File: src/rtl/urf_access_ctrl_if.sv
// Command and response handshake bundle between a register-file master
// and urf_access_ctrl. The master issues commands and consumes responses.
interface urf_access_ctrl_if #(
   parameter int DATA_WIDTH = 32,
   parameter int ADDR_WIDTH = 4
);
   logic                  cmd_valid;
   logic                  cmd_ready;
   logic                  cmd_write;
   logic [ADDR_WIDTH-1:0] cmd_addr;
   logic [DATA_WIDTH-1:0] cmd_wdata;
   logic                  rsp_valid;
   logic                  rsp_ready;
   logic                  rsp_write;
   logic                  rsp_err;
   logic [DATA_WIDTH-1:0] rsp_rdata;

   modport master (
      output cmd_valid, cmd_write, cmd_addr, cmd_wdata, rsp_ready,
      input  cmd_ready, rsp_valid, rsp_write, rsp_err, rsp_rdata
   );

   modport slave (
      input  cmd_valid, cmd_write, cmd_addr, cmd_wdata, rsp_ready,
      output cmd_ready, rsp_valid, rsp_write, rsp_err, rsp_rdata
   );
endinterface

File: src/rtl/urf_access_ctrl.sv
// Command front end for the universal register file: buffers read/write
// commands in a small FIFO, runs them one at a time onto the array's
// single-cycle strobes and returns one response per command.
module urf_access_ctrl #(
   parameter int DATA_WIDTH = 32,
   parameter int ADDR_WIDTH = 4,
   parameter int NUM_REGS   = 16,
   parameter int FIFO_DEPTH = 4
) (
   input  logic                  clk,
   input  logic                  rst,
   urf_access_ctrl_if.slave      bus,
   output logic                  arr_write_en,
   output logic                  arr_read_en,
   output logic [ADDR_WIDTH-1:0] arr_write_addr,
   output logic [ADDR_WIDTH-1:0] arr_read_addr,
   output logic [DATA_WIDTH-1:0] arr_write_data,
   input  logic [DATA_WIDTH-1:0] arr_read_data,
   output logic                  idle,
   output logic [7:0]            err_count
);
   localparam int PTR_W = (FIFO_DEPTH > 1) ? $clog2(FIFO_DEPTH) : 1;
   localparam int CNT_W = PTR_W + 1;
   localparam logic [CNT_W-1:0] FULL_CNT   = CNT_W'(FIFO_DEPTH);
   localparam logic [31:0]      NUM_REGS_U = 32'(NUM_REGS);

   typedef enum logic [1:0] {IDLE, ISSUE, WAIT_RD, RESP} state_t;

   state_t                state;
   state_t                state_nxt;

   logic                  fifo_write [FIFO_DEPTH];
   logic [ADDR_WIDTH-1:0] fifo_addr  [FIFO_DEPTH];
   logic [DATA_WIDTH-1:0] fifo_wdata [FIFO_DEPTH];
   logic [PTR_W-1:0]      wr_ptr;
   logic [PTR_W-1:0]      rd_ptr;
   logic [CNT_W-1:0]      fifo_cnt;

   logic                  run;
   logic                  push;
   logic                  pop;
   logic                  head_write;
   logic [ADDR_WIDTH-1:0] head_addr;
   logic [DATA_WIDTH-1:0] head_wdata;
   logic                  head_err;

   logic                  cur_write;
   logic                  rsp_write_q;
   logic                  rsp_err_q;
   logic [DATA_WIDTH-1:0] rsp_rdata_q;

   function automatic logic addr_out_of_range(input logic [ADDR_WIDTH-1:0] a);
      return (32'(a) >= NUM_REGS_U);
   endfunction

   function automatic logic [7:0] sat_inc8(input logic [7:0] v);
      return (v == 8'hFF) ? v : v + 8'd1;
   endfunction

   // run stays low through reset so cmd_ready/idle only rise on the first edge after release
   always_ff @(posedge clk or posedge rst) begin
      if (rst) run <= 1'b0;
      else     run <= 1'b1;
   end

   assign bus.cmd_ready = run && (fifo_cnt != FULL_CNT);
   assign push          = bus.cmd_valid && bus.cmd_ready;
   assign head_write    = fifo_write[rd_ptr];
   assign head_addr     = fifo_addr[rd_ptr];
   assign head_wdata    = fifo_wdata[rd_ptr];
   assign head_err      = addr_out_of_range(head_addr);
   assign idle          = run && (state == IDLE) && (fifo_cnt == '0);

   // FIFO payload storage; flushing is done through the pointers, so no reset here
   always_ff @(posedge clk) begin
      if (push) begin
         fifo_write[wr_ptr] <= bus.cmd_write;
         fifo_addr[wr_ptr]  <= bus.cmd_addr;
         fifo_wdata[wr_ptr] <= bus.cmd_wdata;
      end
   end

   // FIFO pointers and occupancy; push and pop in the same cycle leave the count unchanged
   always_ff @(posedge clk or posedge rst) begin
      if (rst) begin
         wr_ptr   <= '0;
         rd_ptr   <= '0;
         fifo_cnt <= '0;
      end else begin
         if (push) wr_ptr <= wr_ptr + PTR_W'(1);
         if (pop)  rd_ptr <= rd_ptr + PTR_W'(1);
         if (push && !pop)      fifo_cnt <= fifo_cnt + CNT_W'(1);
         else if (pop && !push) fifo_cnt <= fifo_cnt - CNT_W'(1);
      end
   end

   // FSM state register
   always_ff @(posedge clk or posedge rst) begin
      if (rst) state <= IDLE;
      else     state <= state_nxt;
   end

   // FSM next state, FIFO pop and the single-cycle array strobes
   always_comb begin
      state_nxt     = state;
      pop           = 1'b0;
      arr_write_en  = 1'b0;
      arr_read_en   = 1'b0;
      bus.rsp_valid = 1'b0;
      case (state)
         IDLE: begin
            if (fifo_cnt != '0) begin
               pop       = 1'b1;
               state_nxt = head_err ? RESP : ISSUE;
            end
         end
         ISSUE: begin
            arr_write_en = cur_write;
            arr_read_en  = !cur_write;
            state_nxt    = cur_write ? RESP : WAIT_RD;
         end
         WAIT_RD: state_nxt = RESP;
         RESP: begin
            bus.rsp_valid = 1'b1;
            if (bus.rsp_ready) state_nxt = IDLE;
         end
         default: state_nxt = IDLE;
      endcase
   end

   // Command register, array address/data holding registers, response fields and error counter.
   // Out-of-range commands leave the array-side registers untouched.
   always_ff @(posedge clk or posedge rst) begin
      if (rst) begin
         cur_write      <= 1'b0;
         arr_write_addr <= '0;
         arr_read_addr  <= '0;
         arr_write_data <= '0;
         rsp_write_q    <= 1'b0;
         rsp_err_q      <= 1'b0;
         rsp_rdata_q    <= '0;
         err_count      <= '0;
      end else begin
         if (pop) begin
            cur_write   <= head_write;
            rsp_write_q <= head_write;
            rsp_err_q   <= head_err;
            rsp_rdata_q <= '0;
            if (!head_err) begin
               if (head_write) begin
                  arr_write_addr <= head_addr;
                  arr_write_data <= head_wdata;
               end else begin
                  arr_read_addr  <= head_addr;
               end
            end
         end
         if (state == WAIT_RD) rsp_rdata_q <= arr_read_data;
         if (bus.rsp_valid && bus.rsp_ready && rsp_err_q) err_count <= sat_inc8(err_count);
      end
   end

   assign bus.rsp_write = rsp_write_q;
   assign bus.rsp_err   = rsp_err_q;
   assign bus.rsp_rdata = rsp_rdata_q;
endmodule

File: src/flat_wrapper.sv
// flat-port wrapper written by rule: the top's interface ports become plain ports
module urf_access_ctrl_flat 
#(
   parameter int DATA_WIDTH = 32,
   parameter int ADDR_WIDTH = 4,
   parameter int NUM_REGS   = 16,
   parameter int FIFO_DEPTH = 4
)
  (clk, rst, arr_write_en, arr_read_en, arr_write_addr, arr_read_addr, arr_write_data, arr_read_data, idle, err_count, bus_cmd_valid, bus_cmd_write, bus_cmd_addr, bus_cmd_wdata, bus_rsp_ready, bus_cmd_ready, bus_rsp_valid, bus_rsp_write, bus_rsp_err, bus_rsp_rdata);
  urf_access_ctrl_if #(.DATA_WIDTH(DATA_WIDTH), .ADDR_WIDTH(ADDR_WIDTH)) bus_i ();
  input  logic clk;
  input  logic rst;
  output logic arr_write_en;
  output logic arr_read_en;
  output logic [ADDR_WIDTH-1:0] arr_write_addr;
  output logic [ADDR_WIDTH-1:0] arr_read_addr;
  output logic [DATA_WIDTH-1:0] arr_write_data;
  input  logic [DATA_WIDTH-1:0] arr_read_data;
  output logic idle;
  output logic [7:0] err_count;
  input wire logic [$bits(bus_i.cmd_valid)-1:0] bus_cmd_valid;
  input wire logic [$bits(bus_i.cmd_write)-1:0] bus_cmd_write;
  input wire logic [$bits(bus_i.cmd_addr)-1:0] bus_cmd_addr;
  input wire logic [$bits(bus_i.cmd_wdata)-1:0] bus_cmd_wdata;
  input wire logic [$bits(bus_i.rsp_ready)-1:0] bus_rsp_ready;
  output wire logic [$bits(bus_i.cmd_ready)-1:0] bus_cmd_ready;
  output wire logic [$bits(bus_i.rsp_valid)-1:0] bus_rsp_valid;
  output wire logic [$bits(bus_i.rsp_write)-1:0] bus_rsp_write;
  output wire logic [$bits(bus_i.rsp_err)-1:0] bus_rsp_err;
  output wire logic [$bits(bus_i.rsp_rdata)-1:0] bus_rsp_rdata;
  assign bus_i.cmd_valid = bus_cmd_valid;
  assign bus_i.cmd_write = bus_cmd_write;
  assign bus_i.cmd_addr = bus_cmd_addr;
  assign bus_i.cmd_wdata = bus_cmd_wdata;
  assign bus_i.rsp_ready = bus_rsp_ready;
  assign bus_cmd_ready = bus_i.cmd_ready;
  assign bus_rsp_valid = bus_i.rsp_valid;
  assign bus_rsp_write = bus_i.rsp_write;
  assign bus_rsp_err = bus_i.rsp_err;
  assign bus_rsp_rdata = bus_i.rsp_rdata;
  urf_access_ctrl #(.DATA_WIDTH(DATA_WIDTH), .ADDR_WIDTH(ADDR_WIDTH), .NUM_REGS(NUM_REGS), .FIFO_DEPTH(FIFO_DEPTH)) u_core (.clk(clk), .rst(rst), .bus(bus_i), .arr_write_en(arr_write_en), .arr_read_en(arr_read_en), .arr_write_addr(arr_write_addr), .arr_read_addr(arr_read_addr), .arr_write_data(arr_write_data), .arr_read_data(arr_read_data), .idle(idle), .err_count(err_count));
endmodule
File: config.mk
export PLATFORM = sky130hd
export DESIGN_NAME = urf_access_ctrl_flat
export DESIGN_NICKNAME = d
export VERILOG_FILES = /design/src/rtl/urf_access_ctrl_if.sv /design/src/rtl/urf_access_ctrl.sv /design/src/flat_wrapper.sv
export SDC_FILE = /design/constraint.sdc
export NUM_CORES = 1
export LEC_CHECK = 0
export CELL_PAD_IN_SITES_DETAIL_PLACEMENT = 0
export CELL_PAD_IN_SITES_GLOBAL_PLACEMENT = 1
export CORE_ASPECT_RATIO = 0.6
export CORE_MARGIN = 3
export CORE_UTILIZATION = 50
export CTS_BUF_LIST = sky130_fd_sc_hd__clkbuf_8
export DETAILED_ROUTE_END_ITERATION = 16
export HOLD_SLACK_MARGIN = 0.05
export PLACE_DENSITY = 0.95
export SYNTH_ARGS = -nofsm -noshare
export SYNTH_HDL_FRONTEND = slang
export SYNTH_SLANG_ARGS = --single-unit
File: constraint.sdc
create_clock -name clk -period 6.4 [get_ports clk]
set_input_delay 0.96 -clock clk [delete_from_list [all_inputs] [get_ports clk]]
set_output_delay 0.96 -clock clk [all_outputs]
set_load 0.1 [all_outputs]
Word level (Yosys, flattened, before mapping). Memories as Yosys holds them, arrays and structs flattened. A register that Yosys moved wholly into a read port is not among the register bits. Index checks and enable logic that the tools add are counted.

Bits in registers: 51. Bits in writable memories: 148. Bits of input ports: 73. Output and inout bits: 87. Logic and storage cells: 55. Memories: 3.

Memories: u_core.fifo_wdata (words 4, bits a word 32, rd ports 1, clocked after Yosys merged registers in 1, wr ports 1, line urf_access_ctrl.sv:34) `logic [DATA_WIDTH-1:0] fifo_wdata [FIFO_DEPTH];`; u_core.fifo_addr (words 4, bits a word 4, rd ports 1, clocked after Yosys merged registers in 0, wr ports 1, line urf_access_ctrl.sv:33) `logic [ADDR_WIDTH-1:0] fifo_addr [FIFO_DEPTH];`; u_core.fifo_write (words 4, bits a word 1, rd ports 1, clocked after Yosys merged registers in 0, wr ports 1, line urf_access_ctrl.sv:32) `logic fifo_write [FIFO_DEPTH];`.

$add $sub $neg: 4. Equal/unequal tests: 6. Mux-type cells: 15. Bitwise gates (word level): 1. Reduce and logical (&&, ||, !) cells: 17.

Operators by type and width (count): $mux W32 (2); $mux W1 (8); $pmux W2 S4 (1); $logic_and A1 B1 Y1 (6); $mux W3 (2); $reduce_and A2 Y1 (3); $add A2 B1 Y2 const B (2); $eq A2 B2 Y1 const B (2); $mux W2 (2); $ne A2 B2 Y1 const B (2); $reduce_bool A2 Y1 (2); $add A3 B1 Y3 const B (1); $logic_not A1 Y1 (3); $logic_not A3 Y1 (1); $ne A3 B3 Y1 const B (1); $reduce_bool A3 Y1 (1); $sub A3 B1 Y3 const B (1); $eq A2 B1 Y1 const B (1); $logic_not A2 Y1 (1); $not A1 Y1 (1).

Logic depth before layout (Yosys ltp).
Depth in word-level cells: 7. Depth in mapped cells: 11. Gate-level depth less buffers: 10.

Worst setup path before layout. Ideal clock, no wire load.

Kind: register to output. From: reg u_core.fifo_cnt[0]. To: out bus_cmd_ready. Data arrival time: 2.698 ns. Required time: 5.440 ns. Path slack: 2.742 ns. Cell stages (with the launch flop): 3. Buffers on the path: 0. Cells stage by stage: dfrtp_1 nor2_1 a21boi_0.

Word-level cells in the longest chain between the ends: 2.

RTL lines: from (decl) (line urf_access_ctrl.sv:37) `logic [CNT_W-1:0] fifo_cnt;`; from (signal assigned) (line urf_access_ctrl.sv:92) `if (push && !pop) fifo_cnt <= fifo_cnt + CNT_W'(1);`; from (signal assigned) (line urf_access_ctrl.sv:93) `else if (pop && !push) fifo_cnt <= fifo_cnt - CNT_W'(1);`; $ne A3 B3 Y1 (line urf_access_ctrl.sv:66) `assign bus.cmd_ready = run && (fifo_cnt != FULL_CNT);`; $logic_and A1 B1 Y1 (line urf_access_ctrl.sv:66); to (decl) (line flat_wrapper.sv:26) `output wire logic [$bits(bus_i.cmd_ready)-1:0] bus_cmd_ready;`.

Every way passes these cells.

Worst setup path in the final report.
From: reg u_core.state[0]. To: out idle.

Word-level cells in the longest chain between the ends: 3.

RTL lines: from (decl) (line urf_access_ctrl.sv:29) `state_t state;`; from (signal assigned) (line urf_access_ctrl.sv:100) `else state <= state_nxt;`; $logic_not A2 Y1 (line urf_access_ctrl.sv:72) `assign idle = run && (state == IDLE) && (fifo_cnt == '0);`; $logic_and A1 B1 Y1 (2 in series) (line urf_access_ctrl.sv:72); to (decl) (line flat_wrapper.sv:19) `output logic idle;`.

Every way passes these cells.

==> results.md <==
- Row count: 37
- Synth cell types: 35
- DRT Pass-1 Iters: 4
- Cell count of the worst reg-to-reg path: 10
- Post-CTS Hold Buffers: 0
- Post-Syn Area: 8957 um^2
- Drt drc: 0
- Type of origin of the critical path: register
- Crit path cell chain: inv_1 -> ha_1 -> and4_1 -> clkdlybuf4s50_1
- Most common cell in the netlist: edfxtp_1
- Reg-to-reg startpoint: u_core.state[0]
- Hold crit path type: register to register
- Slowest stage delay, CP: 1.13 ns
- CP Class: register to primary output
- Routability cong.: 0.7530
- Routed wire length: 17.82 mm
- CTS tree: built
- Synth Flop Type: edfxtp_1
- Via count: 4,711
- First-pass GRT wire length: 27.70 mm
- FF-to-FF setup slack: 3.63 ns
- Synth area leader: edfxtp_1
- CP max stage cell: clkdlybuf4s50_1
- FF+latch count, synth: 231
- Reg-to-reg endpoint: u_core.fifo_cnt[2]
- Synth top cells by count: edfxtp_1 (148), dfrtp_1 (83), nand2_1 (67)
- RSZ-0062 raised after global routing: no
- Share of the synthesized area in the top cell type: 49.62%
- Filler cells: 1,203
- P&R area growth vs syn: 24.71%
- Tcrit/Tclk final: 56.19%
- Number of antenna violations at the first check in global routing: 0
- Top cells by area, synth: edfxtp_1 (50%), dfrtp_1 (23%), mux4_2 (9.3%)
- Final core occ: 64.35%
- HP Start: u_core.arr_read_addr[3]
- Hold path cells: 1
- Height of the die: 109.7 um
- Warnings, synthesis: 0
- Post-synth EDFFs: 148
- Buffers added on ports: 150
- Final nets: 731
- WL/cell: 19.64 um
- Post-route cell area: 11,170 um^2
- Slew @ Worst Pin: 1.046 ns
- GRT Total Usage: 18.53%
- Post-DP HPWL: 11.46 mm
- Post-CTS sizing: 0
- IO Pins: 160
- Status: finished, final reports clean
- Global route overflow: 0
- ANT cells: 0
- Layout cell share with drive strength beyond 1: 19.32%
- Setup slack after placement: 3.344 ns
- Die extent in x: 178.8 um
- Sequential area share after synthesis: 72.80%
- Final Hold Vio Count: 0
- Max-Cap Viols: 0
- Clk sinks: 231
- Starting Density: 51.60%
- Antenna violation net count after detailed routing: 0
- Root buf cell: clkbuf_8
- Final worst path period need: 3.596 ns
- Initial DRC Count: 327
- Dpl cell area: 10,580 um^2
- H-tree levels: 1
- Die area: 19,610 um^2
- Vias per std cell: 5.194
- Clk pin slew, worst setup/hold paths: 0.06 ns
- Crit Path Max Fanout: 5
- CTS buffer count: 31
- Crit end category: primary output
- Max Buffers Root-to-Sink: 3
- Max Slew Vio Count: 0
- Hold endpoint: u_core.arr_read_addr[3]
- Setup bufs post-CTS: 0
- Fmax: 0.2781 GHz
- Async SR Flop Fraction: 35.93%
- Mean post-synth cell area: 18.43 um^2
- Endpoints failing setup: 0
- Max-slew headroom: 30.28%
- Largest net degree at the start of global routing: 84
- Core area: 17,360 um^2
- Setup ws final: 2.804 ns
- Vias in the first global route: 4,917
- Setup TNS: 0 ns
- Post-Syn Instances: 486
- Crit path DAT: 2.64 ns
- Clk_skew: 0.01664 ns
- Worst Path Required: 5.44 ns
- Later-pin clock latency in the skew report: 0.56 ns
-- registers in the layout, indices dropped and copies added (netlist names) --
| signal | flops |
|---|---|
| u_core.bus.rsp_rdata | 32 |
| u_core.state | 2 |
| u_core.arr_write_addr | 4 |
| u_core.fifo_addr | 16 |
| u_core.fifo_wdata | 128 |
| u_core.wr_ptr | 2 |
| u_core.cur_write | 1 |
| u_core.fifo_write | 4 |
| u_core.arr_write_data | 32 |
| u_core.run | 1 |
| u_core.arr_read_addr | 4 |
| u_core.fifo_cnt | 3 |
| u_core.rd_ptr | 2 |
-- critical path, delay by kind of cell, from the launching register on --
kind          cells  cell delay, ns
fa+ha+maj         1            0.22
simple gates      1            0.19
flops             1            0.42
buf+inv           2            1.25
-- placed cells by master (no fill, tap or decap), types with 2 or more instances in the layout --
cell type	count
clkinv_2	6
mux2_2	7
conb_1	10
nand2_1	67
clkinv_1	6
clkdlybuf4s50_1	150
dfrtp_2	2
mux2_4	29
o21ai_0	5
ha_1	8
mux4_2	37
edfxtp_1	148
and2_2	4
o21ai_1	27
mux2_1	7
inv_1	14
nor2b_1	2
clkinvlp_4	2
nor2_1	3
clkbuf_8	36
dfrtp_1	81
xnor2_1	5
-- how the worst max path moves through the flow --
stage	from	endpoint	slack [ns]	depth (start not counted)
CTS	u_core.state[0]	idle	2.75	4
global placement	u_core.state[0]	idle	3.41	4
floorplan	u_core.fifo_cnt[0]	bus_cmd_ready	2.74	2
global route	u_core.state[0]	idle	2.67	4
detailed placement	bus_cmd_valid	u_core.fifo_wdata[1][16]	3.34	3
finish	u_core.state[0]	idle	2.80	4
-- final cells by class --
class                   count  area (um^2)  area share, %
repair buffers            151         1509          13.51
well taps                 234        292.8          2.621
flip-flops and latches    231         6524          58.40
inverters                   8        32.53         0.2912
clock buffers              36        495.5          4.435
multi-input cells         225         2220          19.87
clock inverters            22        97.59         0.8737
-- logic make-up after synthesis --
| kind of cell | Yosys count | share of synthesized area, % |
|---|---|---|
| XOR/XNOR | 6 | 0.5867 |
| flip-flops | 231 | 72.80 |
| buffers and inverters | 38 | 2.835 |
| other | 2 | 0.08384 |
| AND/OR/NAND/NOR | 82 | 3.981 |
| adder cells (fa/ha/maj) | 10 | 1.481 |
| AO/OA/AOI/OAI | 37 | 2.305 |
| multiplexers | 80 | 15.92 |
-- layer usage --
metal  vias to the layer above  GRT usage [%]  part of all wire, %
met1                      2374          28.33                   43
li1                       2125              -                    -
met3                        35          3.727                  9.0
met4                         0          4.833                  2.1
met2                       177          27.65                   46
met5                         -              0                    0
-- per-stage QoR --
| step | instances | hold slack, ns |
|---|---|---|
| 5_1_grt | 907 | 0.5150 |
| 2_1_floorplan | 494 | 0.5340 |
| 6_report | 907 | 0.5006 |
| 3_3_place_gp | 849 | 0.4709 |
| 4_1_cts | 907 | 0.5068 |
| 3_5_place_dp | 849 | 0.4928 |
Power is left out: the tool's default activity adds up to more than one toggle a clock period on the data nets, which glitch-free logic cannot reach.
